<file path="config.mk">
export PLATFORM = sky130hd
export DESIGN_NAME = id_ex_skid_reg
export DESIGN_NICKNAME = d
export VERILOG_FILES = /design/src/rtl/id_ex_skid_reg.sv
export SDC_FILE = /design/constraint.sdc
export NUM_CORES = 1
export LEC_CHECK = 0
export CELL_PAD_IN_SITES_DETAIL_PLACEMENT = 0
export CELL_PAD_IN_SITES_GLOBAL_PLACEMENT = 1
export CORE_MARGIN = 4
export CORE_UTILIZATION = 30
export DETAILED_ROUTE_END_ITERATION = 10
export GPL_TIMING_DRIVEN = 1
export MAX_ROUTING_LAYER = met4
export PLACE_DENSITY_LB_ADDON = 0.1
export SLEW_MARGIN = 20
export SYNTH_ARGS = -nofsm -noshare
export SYNTH_HDL_FRONTEND = slang
export SYNTH_SLANG_ARGS = --single-unit
</file>
<file path="constraint.sdc">
create_clock -name Clk -period 2.7 [get_ports Clk]
set_input_delay 0.81 -clock Clk [delete_from_list [all_inputs] [get_ports Clk]]
set_output_delay 0.81 -clock Clk [all_outputs]
set_load 0.01 [all_outputs]
</file>
<file path="src/rtl/id_ex_skid_reg.sv">
// id_ex_skid_reg
//   ID/EX pipeline register with a valid/ready handshake on both sides and a
//   2-entry skid buffer (main + skid). A downstream stall never drops an
//   in-flight instruction. In_Ready is registered, so the upstream timing
//   path does not see Out_Ready combinationally.
//
// Ports
//   Clk, Reset            clock, synchronous active-high reset
//   Flush                 synchronous squash of every held entry
//   In_Valid / In_Ready   Stage 1 handshake (In_Ready registered)
//   RF_RD1, RF_RD2, S1_*  instruction fields from register-file read
//   Out_Valid / Out_Ready Stage 2 handshake
//   S2_*                  fields of the head (main) entry
//   S2_WE                 head WE gated by Out_Valid (only combinational output)
//   Count                 occupancy 0..2 for the hazard unit
module id_ex_skid_reg #(
  parameter int N     = 32,
  parameter int IMM_W = 16,
  parameter int OP_W  = 3,
  parameter int WS_W  = 5
) (
  input  logic             Clk,
  input  logic             Reset,
  input  logic             Flush,
  input  logic             In_Valid,
  output logic             In_Ready,
  input  logic [N-1:0]     RF_RD1,
  input  logic [N-1:0]     RF_RD2,
  input  logic [IMM_W-1:0] S1_IMM,
  input  logic             S1_DS,
  input  logic [OP_W-1:0]  S1_ALUOp,
  input  logic [WS_W-1:0]  S1_WS,
  input  logic             S1_WE,
  output logic             Out_Valid,
  input  logic             Out_Ready,
  output logic [N-1:0]     S2_RD1,
  output logic [N-1:0]     S2_RD2,
  output logic [IMM_W-1:0] S2_IMM,
  output logic             S2_DS,
  output logic [OP_W-1:0]  S2_ALUOp,
  output logic [WS_W-1:0]  S2_WS,
  output logic             S2_WE,
  output logic [1:0]       Count
);

  typedef struct packed {
    logic [N-1:0]     rd1;
    logic [N-1:0]     rd2;
    logic [IMM_W-1:0] imm;
    logic             ds;
    logic [OP_W-1:0]  alu_op;
    logic [WS_W-1:0]  ws;
    logic             we;
  } entry_t;

  // Encoding equals occupancy so Count comes straight from the state flops.
  typedef enum logic [1:0] {
    EMPTY = 2'd0,
    ONE   = 2'd1,
    FULL  = 2'd2
  } state_e;

  state_e state_q, state_d;
  logic   in_ready_q, in_ready_d;
  logic   out_valid_q, out_valid_d;
  entry_t main_q, main_d;
  entry_t skid_q, skid_d;

  entry_t in_entry;
  logic   in_fire;
  logic   out_fire;

  assign in_entry = '{rd1: RF_RD1, rd2: RF_RD2, imm: S1_IMM, ds: S1_DS,
                      alu_op: S1_ALUOp, ws: S1_WS, we: S1_WE};

  assign in_fire  = In_Valid & in_ready_q;
  assign out_fire = out_valid_q & Out_Ready;

  always_comb begin
    state_d = state_q;
    main_d  = main_q;
    skid_d  = skid_q;

    unique case (state_q)
      EMPTY: begin
        if (in_fire) begin
          main_d  = in_entry;
          state_d = ONE;
        end
      end
      ONE: begin
        if (in_fire && out_fire) begin
          main_d = in_entry;
        end else if (out_fire) begin
          // Main keeps its stale contents; Out_Valid marks it invalid.
          state_d = EMPTY;
        end else if (in_fire) begin
          skid_d  = in_entry;
          state_d = FULL;
        end
      end
      FULL: begin
        // in_ready_q is low here, so only the drain side can move.
        if (out_fire) begin
          main_d  = skid_q;
          state_d = ONE;
        end
      end
      default: state_d = EMPTY;
    endcase

    // Flush wins over any same-cycle accept; the current head is still
    // visible to Stage 2 during the flush cycle itself.
    if (Flush) begin
      state_d = EMPTY;
      main_d  = '0;
      skid_d  = '0;
    end

    in_ready_d  = (state_d != FULL);
    out_valid_d = (state_d != EMPTY);
  end

  always_ff @(posedge Clk) begin
    if (Reset) begin
      state_q     <= EMPTY;
      in_ready_q  <= 1'b1;
      out_valid_q <= 1'b0;
      main_q      <= '0;
      skid_q      <= '0;
    end else begin
      state_q     <= state_d;
      in_ready_q  <= in_ready_d;
      out_valid_q <= out_valid_d;
      main_q      <= main_d;
      skid_q      <= skid_d;
    end
  end

  assign In_Ready  = in_ready_q;
  assign Out_Valid = out_valid_q;
  assign Count     = state_q;
  assign S2_RD1    = main_q.rd1;
  assign S2_RD2    = main_q.rd2;
  assign S2_IMM    = main_q.imm;
  assign S2_DS     = main_q.ds;
  assign S2_ALUOp  = main_q.alu_op;
  assign S2_WS     = main_q.ws;
  assign S2_WE     = main_q.we & out_valid_q;

endmodule

</file>
Word level (Yosys, flattened, before mapping)
Index checks and enable logic that the tools add are counted.

Eq/ne operators: 6. Muxes and demuxes: 11. Bitwise gates (word level): 5. Reduce and logical (&&, ||, !) cells: 7.

Operators with widths (number): 2-to-1 mux 90 bit (3); case mux 90 bit (3 select lines) (1); 2-to-1 mux 2 bit (6); != test 2 bit (second input constant) (4); AND reduction 4 bit (2); case mux 2 bit (3 select lines) (1); bitwise AND 1 bit (3); nonzero test 3 bit (1); equality test 2 x 1 -> 1 bit (second input constant) (1); equality test 2 bit (second input constant) (1); logical NOT 2 bit (1); NOT 1 bit (2); nonzero test 2 bit (1); OR reduction 2 bit (1); logical AND 1 bit (1).

Register bits after elaboration: 184. Input port bits: 95. Output and inout port bits: 94. Logic and storage cells: 46.

Depth between registers and ports, before layout
Gate-level depths: netlist of the first run.

Word-level depth: 7. Depth in mapped cells: 6. Depth with buffers taken out: 3.

Worst setup path after synthesis of the first run
OpenSTA, ideal clock, no wires.

Kind: input to register. From: input port Out_Ready. To: register main_q (netlist bit S2_RD1[0]). Arrival time: 1.836 ns. Path slack: 0.779 ns. Cell stages on the path: 6. Buffers on the path: 3. Cells stage by stage: and4b_4 -> buf_6 -> a211o_1 -> buf_6 -> buf_8 -> a211oi_1.

Word-level cells in the longest chain between the ends: 4. Elaborated cells between the ends (all ways): 5.

Ends and longest elaborated chain: from (decl) (RTL line 35) `input logic Out_Ready,`; bitwise AND 1 bit * (RTL line 77) `assign out_fire = out_valid_q & Out_Ready;`; logical AND 1 bit (RTL line 92) `if (in_fire && out_fire) begin`; != test 2 bit (no source line); AND reduction 4 bit (no source line) *; to (signal assigned) (RTL line 135) `main_q <= main_d;`; to (decl) (RTL line 66) `entry_t main_q, main_d;`.

Mark *: on every way between the ends. The rest lies on a longest branch, timed or not. A chain may end at the register's enable or synchronous reset.

Worst setup path in the final report of the first run
From: register out_valid_q (netlist: Out_Valid). To: output port S2_WE.

Word-level cells in the longest chain between the ends: 1.

Ends and longest elaborated chain: from (decl) (RTL line 65) `logic out_valid_q, out_valid_d;`; from (signal assigned) (RTL line 134) `out_valid_q <= out_valid_d;`; bitwise AND 1 bit (RTL line 149) `assign S2_WE = main_q.we & out_valid_q;`; to (decl) (RTL line 42) `output logic S2_WE,`.

No other way between the ends.

==> flow_metrics.py, run 1 <==
metrics = {
    "setup_path": {
        "crit_chain": "and2_1 > clkdlybuf4s50_1",
        "rrSetupSlack_ns": 0.84,
        "critical-path-slowest-cell": "clkdlybuf4s50_1",
        "critPathRequiredTime_ns": 1.89,
        "r2r_cells": 4,
        "crit_type": "reg2out",
        "cp-endpoint": "S2_WE",
        "setup.worst_path.end_class": "primary output",
        "r2r-end": "S2_RD2[26]",
        "worst-path-max-fanout": 6,
        "r2r_start": "Count[1]",
        "crit_path_start_kind": "flop",
        "arrival_ns": 1.75,
        "critical_path.max_stage_delay_ns": 0.56,
        "worstSetupStartpoint": "Out_Valid",
    },
    "logic_synthesis": {
        "synth_cell_type_count": 29,
        "ys_warn_count": 0,
        "yosys-top-cells-area": "dfxtp_1 42%, mux2i_1 10%, a2111oi_0 8.9%",
        "syn_nets": 1047,
        "postSynthCellCount": 952,
        "avgSynthCellArea_um2": 9.25,
        "ys_ff_latch": 184,
        "synth_seq_area_share_pct": 41.8,
        "synth.largest_area_cell": "dfxtp_1",
        "synth_top_area_share_pct": 41.8,
        "syn_area_mm2": 0.00881,
    },
    "cts": {
        "cts_resized": 0,
        "htreeDepth": 4,
        "postCtsHoldBufs": 0,
        "clkLatencyLatePin_ns": 0.43,
        "cts_buffers": 17,
        "cts_tree": "yes",
        "cts_sinks": 184,
        "cts_setup_buffers": 0,
        "path_clk_slew_ns": 0.07,
        "root_buffer": "clkbuf_16",
        "clockBufferDepth": 2,
    },
    "sta": {
        "worstMarginPinSlew_ns": 0.660,
        "slew_headroom_pct": 56.0,
        "timing.fmax_mhz": 390,
        "finClkSkew_ns": 0.0139,
        "min_period_ns": 2.56,
        "setup_tns_ns": 0,
        "hold_violations": 0,
        "slew_violations": 0,
        "period_share_pct": 95.0,
        "rsz0062_at_grt": "no",
        "setup_viol_count_final": 0,
    },
    "route": {
        "totalWireLength_um": 29500,
        "vias": 7452,
        "via_per_inst": 5.38,
        "drc": 0,
        "post_drt_wl_per_cell_um": 21.3,
        "ant_nets": 0,
        "drtIter0Drc": 586,
        "drt_pass1_iterations": 4,
    },
    "global_route": {
        "grt_pass1_vias": 7285,
        "grt_max_degree": 66,
        "grt_pass1_wl_um": 45200,
        "grt_usage_pct": 18.5,
        "overflow": 0,
        "antenna_found_initial": 0,
    },
    "cells_and_area": {
        "drive_gt1_share_pct": 7.58,
        "nFillCells": 2881,
        "fin_cells": 1386,
        "area_growth_pct": 26.2,
        "antenna_cells": 0,
        "finalNetCount": 1084,
        "fin_area_mm2": 0.0111,
    },
    "placement": {
        "place.gp.congestion": 0.723,
        "dp_hpwl_um": 17500,
        "dp_cells": 1354,
        "port_buffers": 188,
        "dpl_cell_area_mm2": 0.0105,
    },
    "die": {
        "initial_core_util_pct": 30.5,
        "core-area_mm2": 0.0289,
        "die_w_um": 179,
        "num_rows": 62,
        "die-area_mm2": 0.0322,
        "ios": 189,
        "die_h_um": 179,
    },
    "power": {
        "cellLeakagePower_nw": 4.10,
        "irDropWorstVdd_mv": 0.403,
        "p_per_area_mw_per_mm2": 577,
    },
    "status": {
        "status": "finished, final reports clean",
    },
    "run": {
        "drv_cap": 0,
    },
    "worst_hold_path": {
        "hold_class": "reg2reg",
    },
}
[cell usage in the layout, fill, tap and decap left out, types with 2 or more instances in the layout]
master,count
clkdlybuf4s50_1,188
dfxtp_1,184
mux2i_1,91
a21oi_1,91
a2111oi_0,90
a211oi_1,90
nand3_1,90
o21ai_0,90
buf_12,24
clkbuf_16,17
buf_4,14
inv_6,4
clkinv_4,3
clkbuf_1,3
clkinvlp_4,2
bufinv_16,2
[flip-flops by register name, summed over array words and instances, names as in the netlist]
register,cells
S2_IMM,16
S2_RD1,32
Out_Valid,1
S2_WS,5
S2_ALUOp,3
Count,2
S2_RD2,32
In_Ready,1
main_q,1
skid_q,90
S2_DS,1
[worst max-delay path, delay by kind of cell, from the launching register on]
| family | cells | cell delay, ns |
|---|---|---|
| DFF | 1 | 0.53 |
| buffers and inverters | 1 | 0.56 |
| and+or+nand+nor | 1 | 0.24 |
[cell families after synthesis]
| kind of cell | Yosys count | synth area share [%] |
|---|---|---|
| muxes | 91 | 10.3 |
| buffers and inverters | 208 | 14.3 |
| DFF | 184 | 41.8 |
| AOI/OAI and AO/OA | 368 | 27.5 |
| and+or+nand+nor | 101 | 6.05 |
[cell type report]
class	count	area (um2)	area share, %
sequential	184	3680	33.1
tap	384	480	4.32
clock buffer	20	437	3.93
clock inverter	12	141	1.27
multi-input combinational	560	3910	35.2
timing repair buffer	226	2470	22.2
[how the worst min path moves through the flow]
| stage | from | cells after the start | endpoint |
|---|---|---|---|
| detailed placement | skid_q[56] | 2 | skid_q[56] |
| floorplan | skid_q[0] | 2 | skid_q[0] |
| finish | skid_q[57] | 2 | skid_q[57] |
| CTS | skid_q[56] | 2 | skid_q[56] |
| global placement | skid_q[22] | 2 | skid_q[22] |
| global route | skid_q[26] | 2 | skid_q[26] |
[power breakdown]
part	total (mW)	switching [mW]	leakage (nW)	internal, mW
Sequential	2.85	0.0549	1.49	2.80
Combinational	0.996	0.531	2.33	0.465
Clock	2.56	1.18	0.276	1.38
[per-layer routing]
layer / part of all wire, % / track usage, % / up-vias
met5: 0 / - / -
li1: - / - / 3610
met1: 50 / 26.1 / 3691
met3: 3.7 / 3.46 / 8
met2: 46 / 28.1 / 143
met4: 0.46 / 3.11 / 0
[through the flow]
stage	util [%]	setup WS [ns]	total power, mW	hold slack [ns]
6_report	38.5	0.136	6.41	0.474
5_1_grt	38.5	0.0891	6.69	0.493
4_1_cts	38.5	0.132	6.51	0.474
3_5_place_dp	36.5	0.165	3.92	0.465
3_3_place_gp	36.5	0.195	3.92	0.459
2_1_floorplan	-	0.779	3.47	0.453
[synthesized netlist by cell type, drive strengths merged]
library cell  count
o21ai            90
and4bb            1
a211oi           90
nand3b            1
a21o              1
a2111oi          90
a21oi            91
clkbuf           77
and2              2
o21bai            1
or2               1
and4b             1
nor3              1
o31ai             1
buf             131
dfxtp           184
a21bo             1
nand3            90
nand2b            1
a21boi            2
mux2i            91
a211o             1
and3b             1
or3               1
nand2             1
No activity file was read; power rests on OpenSTA's default activity.
==> run 2, diff against run 1 <==
- TNS_END_PERCENT: default -> 50
==> results of run 2 <==
Final layout, timing and power as in run 1 (identical DEF).
